--- src/rtl/fp_to_int.sv ---
// Converts a 13-bit float (1/4/8, implicit leading 1) to an 8-bit sign-magnitude
// integer by truncation, using a one-bit-per-cycle shifter with a valid/ready handshake.
module fp_to_int #(
    parameter int EXP_BIAS = 7
) (
    input  logic        i_clk,
    input  logic        i_rst,
    input  logic [12:0] i_float,
    input  logic        i_valid,
    output logic        o_ready,
    output logic [7:0]  o_int,
    output logic        o_overflow,
    output logic        o_valid,
    input  logic        i_ready
);

    localparam logic [1:0] IDLE  = 2'd0;
    localparam logic [1:0] SHIFT = 2'd1;
    localparam logic [1:0] DONE  = 2'd2;

    localparam logic [4:0] EXP_MIN   = 5'(EXP_BIAS);
    localparam logic [4:0] EXP_SAT   = 5'(EXP_BIAS + 7);
    localparam logic [4:0] SHIFT_TOP = 5'(EXP_BIAS + 8);

    logic [1:0] state_r;
    logic [1:0] state_s;
    logic [8:0] shift_r;
    logic [3:0] cnt_r;
    logic       sign_r;
    logic [4:0] exp_s;
    logic       small_s;
    logic       sat_s;
    logic [4:0] shamt_s;

    // Operand classification: below one, saturating, or needing the shifter
    always_comb begin
        exp_s   = {1'b0, i_float[11:8]};
        small_s = (exp_s < EXP_MIN);
        sat_s   = (exp_s >= EXP_SAT);
        shamt_s = SHIFT_TOP - exp_s;
    end

    // Next-state selection
    always_comb begin
        state_s = state_r;
        case (state_r)
            IDLE: begin
                if (i_valid) begin
                    if (small_s || sat_s) begin
                        state_s = DONE;
                    end else begin
                        state_s = SHIFT;
                    end
                end else begin
                    state_s = IDLE;
                end
            end
            SHIFT: begin
                if (cnt_r <= 4'd1) begin
                    state_s = DONE;
                end else begin
                    state_s = SHIFT;
                end
            end
            DONE: begin
                if (i_ready) begin
                    state_s = IDLE;
                end else begin
                    state_s = DONE;
                end
            end
            default: state_s = IDLE;
        endcase
    end

    // State, datapath and registered handshake outputs
    always_ff @(posedge i_clk) begin
        if (i_rst) begin
            state_r    <= IDLE;
            shift_r    <= 9'd0;
            cnt_r      <= 4'd0;
            sign_r     <= 1'b0;
            o_int      <= 8'h00;
            o_overflow <= 1'b0;
            o_valid    <= 1'b0;
            o_ready    <= 1'b1;
        end else begin
            state_r <= state_s;
            o_ready <= (state_s == IDLE);
            o_valid <= (state_s == DONE);
            case (state_r)
                IDLE: begin
                    if (i_valid) begin
                        sign_r <= i_float[12];
                        if (small_s) begin
                            o_int      <= {i_float[12], 7'd0};
                            o_overflow <= 1'b0;
                        end else if (sat_s) begin
                            o_int      <= {i_float[12], 7'h7F};
                            o_overflow <= 1'b1;
                        end else begin
                            shift_r    <= {1'b1, i_float[7:0]};
                            cnt_r      <= shamt_s[3:0];
                            o_overflow <= 1'b0;
                        end
                    end
                end
                SHIFT: begin
                    shift_r <= {1'b0, shift_r[8:1]};
                    cnt_r   <= cnt_r - 4'd1;
                    // Final shift lands here; the result always fits in 7 bits
                    if (cnt_r <= 4'd1) begin
                        o_int      <= {sign_r, shift_r[7:1]};
                        o_overflow <= 1'b0;
                    end
                end
                DONE: begin
                    shift_r <= shift_r;
                end
                default: begin
                    shift_r <= 9'd0;
                    cnt_r   <= 4'd0;
                end
            endcase
        end
    end

endmodule

--- config.mk ---
export PLATFORM = sky130hd
export DESIGN_NAME = fp_to_int
export DESIGN_NICKNAME = d
export VERILOG_FILES = /design/src/rtl/fp_to_int.sv
export SDC_FILE = /design/constraint.sdc
export NUM_CORES = 1
export LEC_CHECK = 0
export BUFFER_PORTS_ARGS = -buffer_cell sky130_fd_sc_hd__buf_2
export CORE_ASPECT_RATIO = 1.75
export CORE_UTILIZATION = 52
export DETAILED_ROUTE_END_ITERATION = 8
export HOLD_SLACK_MARGIN = 0.12
export PLACE_DENSITY = 0.77
export SLEW_MARGIN = 20
export SYNTH_ARGS = -nofsm -noshare
export SYNTH_HDL_FRONTEND = slang
export SYNTH_SLANG_ARGS = --single-unit
--- constraint.sdc ---
create_clock -name i_clk -period 2.53 [get_ports i_clk]
set_clock_uncertainty 0.2 [all_clocks]
set_input_delay 0.253 -clock i_clk [delete_from_list [all_inputs] [get_ports i_clk]]
set_output_delay 0.253 -clock i_clk [all_outputs]
set_load 0.01 [all_outputs]
=== After elaboration in Yosys (flattened, before gate mapping) ===
Index checks and enable logic that the tools add are counted.
W data, S select, Z words.

* Bits in registers: 27
* Word-level logic and storage cells: 53
* Bits of input ports: 17

* Order comparisons: 3
* Add/subtract/negate cells: 2
* Eq/ne operators: 8
* Bitwise operators: 1
* Mux-type cells: 23
* Reductions and logical operators: 8

{| class="wikitable"
|+ Operators by type and width
! operator !! number
|-
| $mux W8 || 4
|-
| $mux W9 || 3
|-
| $pmux W9 S3 || 1
|-
| $pmux W8 S2 || 1
|-
| $mux W4 || 3
|-
| $pmux W4 S3 || 1
|-
| $mux W2 || 4
|-
| $ne A2 B2 Y1 const B || 4
|-
| $reduce_and A4 Y1 || 2
|-
| $pmux W2 S3 || 1
|-
| $eq A2 B2 Y1 const B || 2
|-
| $ge A4 B4 Y1 const B || 1
|-
| $le A4 B1 Y1 const B || 1
|-
| $logic_not A2 Y1 || 2
|-
| $lt A4 B3 Y1 const B || 1
|-
| $mux W1 || 4
|-
| $sub A4 B1 Y4 const B || 1
|-
| $sub A4 B4 Y4 const A || 1
|-
| $ne A3 B3 Y1 const B || 1
|-
| $reduce_and A3 Y1 || 1
|-
| $eq A2 B1 Y1 const B || 1
|-
| $pmux W1 S2 || 1
|-
| $reduce_and A2 Y1 || 1
|-
| $reduce_bool A2 Y1 || 1
|-
| other kinds (2) || 2
|}

=== Logic depth before layout (Yosys ltp) ===
* Depth after elaboration: 6
* Depth in mapped cells: 7

=== Least setup slack after synthesis ===
No wires, ideal clock.

* Kind: register -> register
* Start: register cnt_r[0]
* End: register o_int[7]
* Cell stages (with the launch flop): 8
* Arrival time: 1.494 ns
* Setup slack: 0.752 ns
* Library setup time: 0.084 ns
* Cell sequence: dfxtp_1 > inv_1 > ha_1 > nor2_1 > or4_1 > and2_1 > buf_6 > o31ai_2

* Word-level cells in the longest chain between the ends: 3

{| class="wikitable"
|+ Ends and longest elaborated chain
! element !! line !! text
|-
| from (decl) || 28 || <nowiki>logic [3:0] cnt_r;</nowiki>
|-
| from (signal assigned) || 103 || <nowiki>cnt_r <= shamt_s[3:0];</nowiki>
|-
| from (signal assigned) || 110 || <nowiki>cnt_r <= cnt_r - 4'd1;</nowiki>
|-
| $le A4 B1 Y1 || 112 || <nowiki>if (cnt_r <= 4'd1) begin</nowiki>
|-
| $ne A2 B2 Y1 (no line) || n/a ||
|-
| $reduce_and A4 Y1 (no line) || n/a ||
|-
| to (signal assigned) || 96 || <nowiki>o_int <= {i_float[12], 7'd0};</nowiki>
|-
| to (signal assigned) || 99 || <nowiki>o_int <= {i_float[12], 7'h7F};</nowiki>
|-
| to (signal assigned) || 113 || <nowiki>o_int <= {sign_r, shift_r[7:1]};</nowiki>
|-
| to (decl) || 11 || <nowiki>output logic [7:0] o_int,</nowiki>
|}

No other way between the ends.
A chain may end at the register's enable or synchronous reset.

=== Worst setup path in the final report ===
* Start: register state_r[1]
* End: register o_overflow

* Word-level cells in the longest chain between the ends: 3

{| class="wikitable"
|+ Ends and longest elaborated chain
! element !! line !! text
|-
| from (decl) || 25 || <nowiki>logic [1:0] state_r;</nowiki>
|-
| from (signal assigned) || 88 || <nowiki>state_r <= state_s;</nowiki>
|-
| $eq A2 B1 Y1 or $logic_not A2 Y1 (tied branches) || 91 || <nowiki>case (state_r)</nowiki>
|-
| $ne A2 B2 Y1 (no line) or $reduce_bool A2 Y1 (tied branches) || n/a ||
|-
| $reduce_and A3 Y1 (no line) || n/a ||
|-
| to (signal assigned) || 97 || <nowiki>o_overflow <= 1'b0;</nowiki>
|-
| to (signal assigned) || 100 || <nowiki>o_overflow <= 1'b1;</nowiki>
|-
| to (signal assigned) || 104 || <nowiki>o_overflow <= 1'b0;</nowiki>
|-
| to (decl) || 12 || <nowiki>output logic o_overflow,</nowiki>
|}

Several ways; a longest one is shown, not always the timed one.

==> flow_results.org <==
** Clock network
- Clock Sink Count :: 26
- Clock insertion delay at the later pin of the skew report :: 270 ps
- H-tree levels :: 1
- Clock tree synthesis inserted a total of 3 buffers.
- In this run, post-CTS repair resized a total of 0 instances.
- Counting along the longest clock path gives a buffer depth of 2.
- Clock-pin slew was measured on the worst setup and hold paths at 90 ps.
- TritonCTS built the clock tree.
- Buffers added to address setup during post-CTS repair amount to 0.
- The tree is rooted in a clkbuf_8.
- The number of hold buffers added after CTS was 10.

** Synthesis
- Summing every instance area after synthesis gives 1240 um2.
- Async SR Flop Fraction :: 0%
- YS warnings :: 0
- Sequential cells were found to cover 41.9% of the synthesized design area.
- Synthesis produced a netlist with a net count of 165.
- Count of distinct cell types in the synthesized netlist :: 42
- The most used flip-flop cell after synthesis is dfxtp_1.
- Mapped Cells :: 146
- Most area-hungry cell type in the Yosys netlist :: dfxtp_1
- Averaged over all synthesized cells, the footprint is 8.50 um2.
- The synthesized design contains 26 register bits.
- Main area contributors after synthesis :: dfxtp_1, o21ai_0, nand4_1, a21oi_1, nand3_1
- Share of the synthesized area in the top cell type :: 41.9%
- Number of synthesized flops with an enable pin :: 0

** Routing
- Vias after detailed routing :: 1,242
- Average wire per cell in the routed design :: 14.4 um
- Final Routed Wirelength :: 2970 um
- Once detail routing completed, the nets flagged for antenna violations numbered 0.
- In the routed layout, each cell is associated on average with a via count of 6.03.
- First-pass detailed-route iteration total :: 4
- Drt initial violations :: 55
- For this run, design rule violations remaining after detail routing come to 0.

** Die
- Die outline area :: 2590 um2
- The floorplan has 23 rows.
- Floorplan die width :: 38.9 um
- In this run the count of I/O pins placed on the die edge is 28.
- Starting density of the core :: 54.6%
- The floorplan step set the die height to 66.6 um.
- Core ar. :: 2270 um2

** Power
- Static Leakage :: 0.608 nW
- Worst vdd ir :: 422 uV
- The design draws 0.939 mW.
- Pwr per Cell Area :: 607 nW/um2

** Placed design
- The congestion estimate from routability-driven global placement came to 0.833.
- Number of port buffers :: 26
- After legalization and detailed placement, the total HPWL measured 2140 um.
- Total cell area at the placement stage :: 1390 um2

** Finish
- Compared with the post-synthesis result, the final layout area differs by 24.8%.
- Highest-count cells in the layout ignoring fill and taps :: dfxtp_1, buf_2, o21ai_0
- Across the whole layout, storage elements account for 520 um2.
- The repair_antennas step left the layout with diodes totalling 0.
- Fill cells in the final layout number 189.
- At the end of the flow, the number of nets in the layout was 201.
- Fraction of layout instances using a drive strength above 1 :: 21.5%
- After routing the design area is 1550 um2.
- Combined area of the multi-input logic cells :: 648 um2
- Cells fill 68.1% of the core in the end.

** STA
- Fmax achieved :: 452 MHz
- Sum Neg Setup Slack :: 0 ps
- The max-slew violation count came to 0.
- Setup violations, final :: 0
- For the pin with the worst max-slew slack, the measured transition is 509 ps.
- Crit share post-route :: 87.5%
- Setup repair after global routing left no endpoint under its margin.
- Count of final hold-check violations :: 0
- Remaining max-slew budget at the tightest pin :: 66.0%
- Subtracting the final worst setup slack from the clock period gives 2210 ps.

** GRT
- The number of antenna violations at the first check in global routing came to 0.
- Entering global routing, the biggest net connects 20 pins.
- Global-route wire length before repair :: 4770 um
- Total track usage :: 25.5%
- The via count of the first global-routing pass came to 1,159.
- The total overflow left after global routing is 0.

** Worst setup path
- The worst setup path is of the reg -> reg kind.
- Capturing element type of the critical path :: register
- Maximum fanout count along the critical path :: 13
- Worst setup SP type :: register
- Required @ worst endpoint :: 2540 ps
- At the worst endpoint, the arrival time is 2220 ps.
- Worst setup slack for register-to-register paths :: 320 ps

** Outcome
- The run finished with clean final reports.

** Flow run
- The tool flagged a number of max-cap violations equal to 0.

** Min path
- Kind of path behind the tightest hold check :: in -> reg
-- registers in the layout, indices dropped and copies added, names as in the netlist --
signal      count
cnt_r           4
sign_r          1
o_overflow      1
shift_r         8
o_int           8
state_r         2
o_ready         1
o_valid         1
-- worst paths after layout --
path | startpoint | endpoint | cells after the start
min | i_rst | cnt_r[3] | 2
min reg2reg | o_int[6] | o_int[6] | 2
max | state_r[1] | o_overflow | 5
max reg2reg | state_r[1] | o_overflow | 5
-- per-stage QoR --
| step | hold slack, ps | instances | setup slack (ps) |
|---|---|---|---|
| floorplan | 189 | 146 | 752 |
| global placement | 243 | 192 | 558 |
| detailed placement | 255 | 192 | 501 |
| CTS | 161 | 206 | 355 |
| global route | 164 | 206 | 165 |
| finish | 154 | 206 | 315 |
-- synth_stat cells, drive strengths merged, types with 2 or more instances --
master,number
a21oi,11
a22o,2
a22oi,6
a31oi,4
buf,2
clkbuf,8
clkinv,2
dfxtp,26
ha,2
inv,5
nand2,5
nand2b,3
nand3,9
nand4,9
nor2,6
nor2b,2
nor3,3
nor3b,2
o21ai,18
o31ai,3
-- layer usage --
layer | wire length (um) | vias up | track usage, %
met1 | 1310 | 582 | 28.3
met2 | 1520 | 32 | 43.3
met3 | 65 | 7 | 4.33
met5 | 0 | - | 0
li1 | - | 621 | -
met4 | 68 | 0 | 14.2
-- logic make-up after synthesis --
| group | count (synthesis) | share of synthesized area, % |
|---|---|---|
| AOI/OAI and AO/OA | 54 | 28.1 |
| and+or+nand+nor | 46 | 21.3 |
| DFF | 26 | 41.9 |
| buffers and inverters | 17 | 5.85 |
| adders and majority gates | 2 | 2.02 |
| muxes | 1 | 0.806 |
-- worst max-delay path: stages, from the launching register on --
cell and delay (ps):
dfxtp_1 460, or3b_2 590, nor2_1 110, nand4_1 90, dlygate4sd3_1 560, a21oi_1 140
-- cell type report --
cell class              instances  share of cell area (%)
multi-input cells             103                    41.8
flip-flops and latches         26                    33.6
clock buffers                   4                    3.55
well taps                      25                    2.02
inverters                       7                    1.70
repair buffers                 41                    17.3
-- power breakdown --
group          leakage (nW)  switching [mW]  total, mW  internal [mW]
Sequential            0.213          0.0273      0.473          0.446
Combinational         0.367           0.108      0.196         0.0875
Clock                0.0288           0.131      0.270          0.139
No activity file was read; power rests on OpenSTA's default activity.
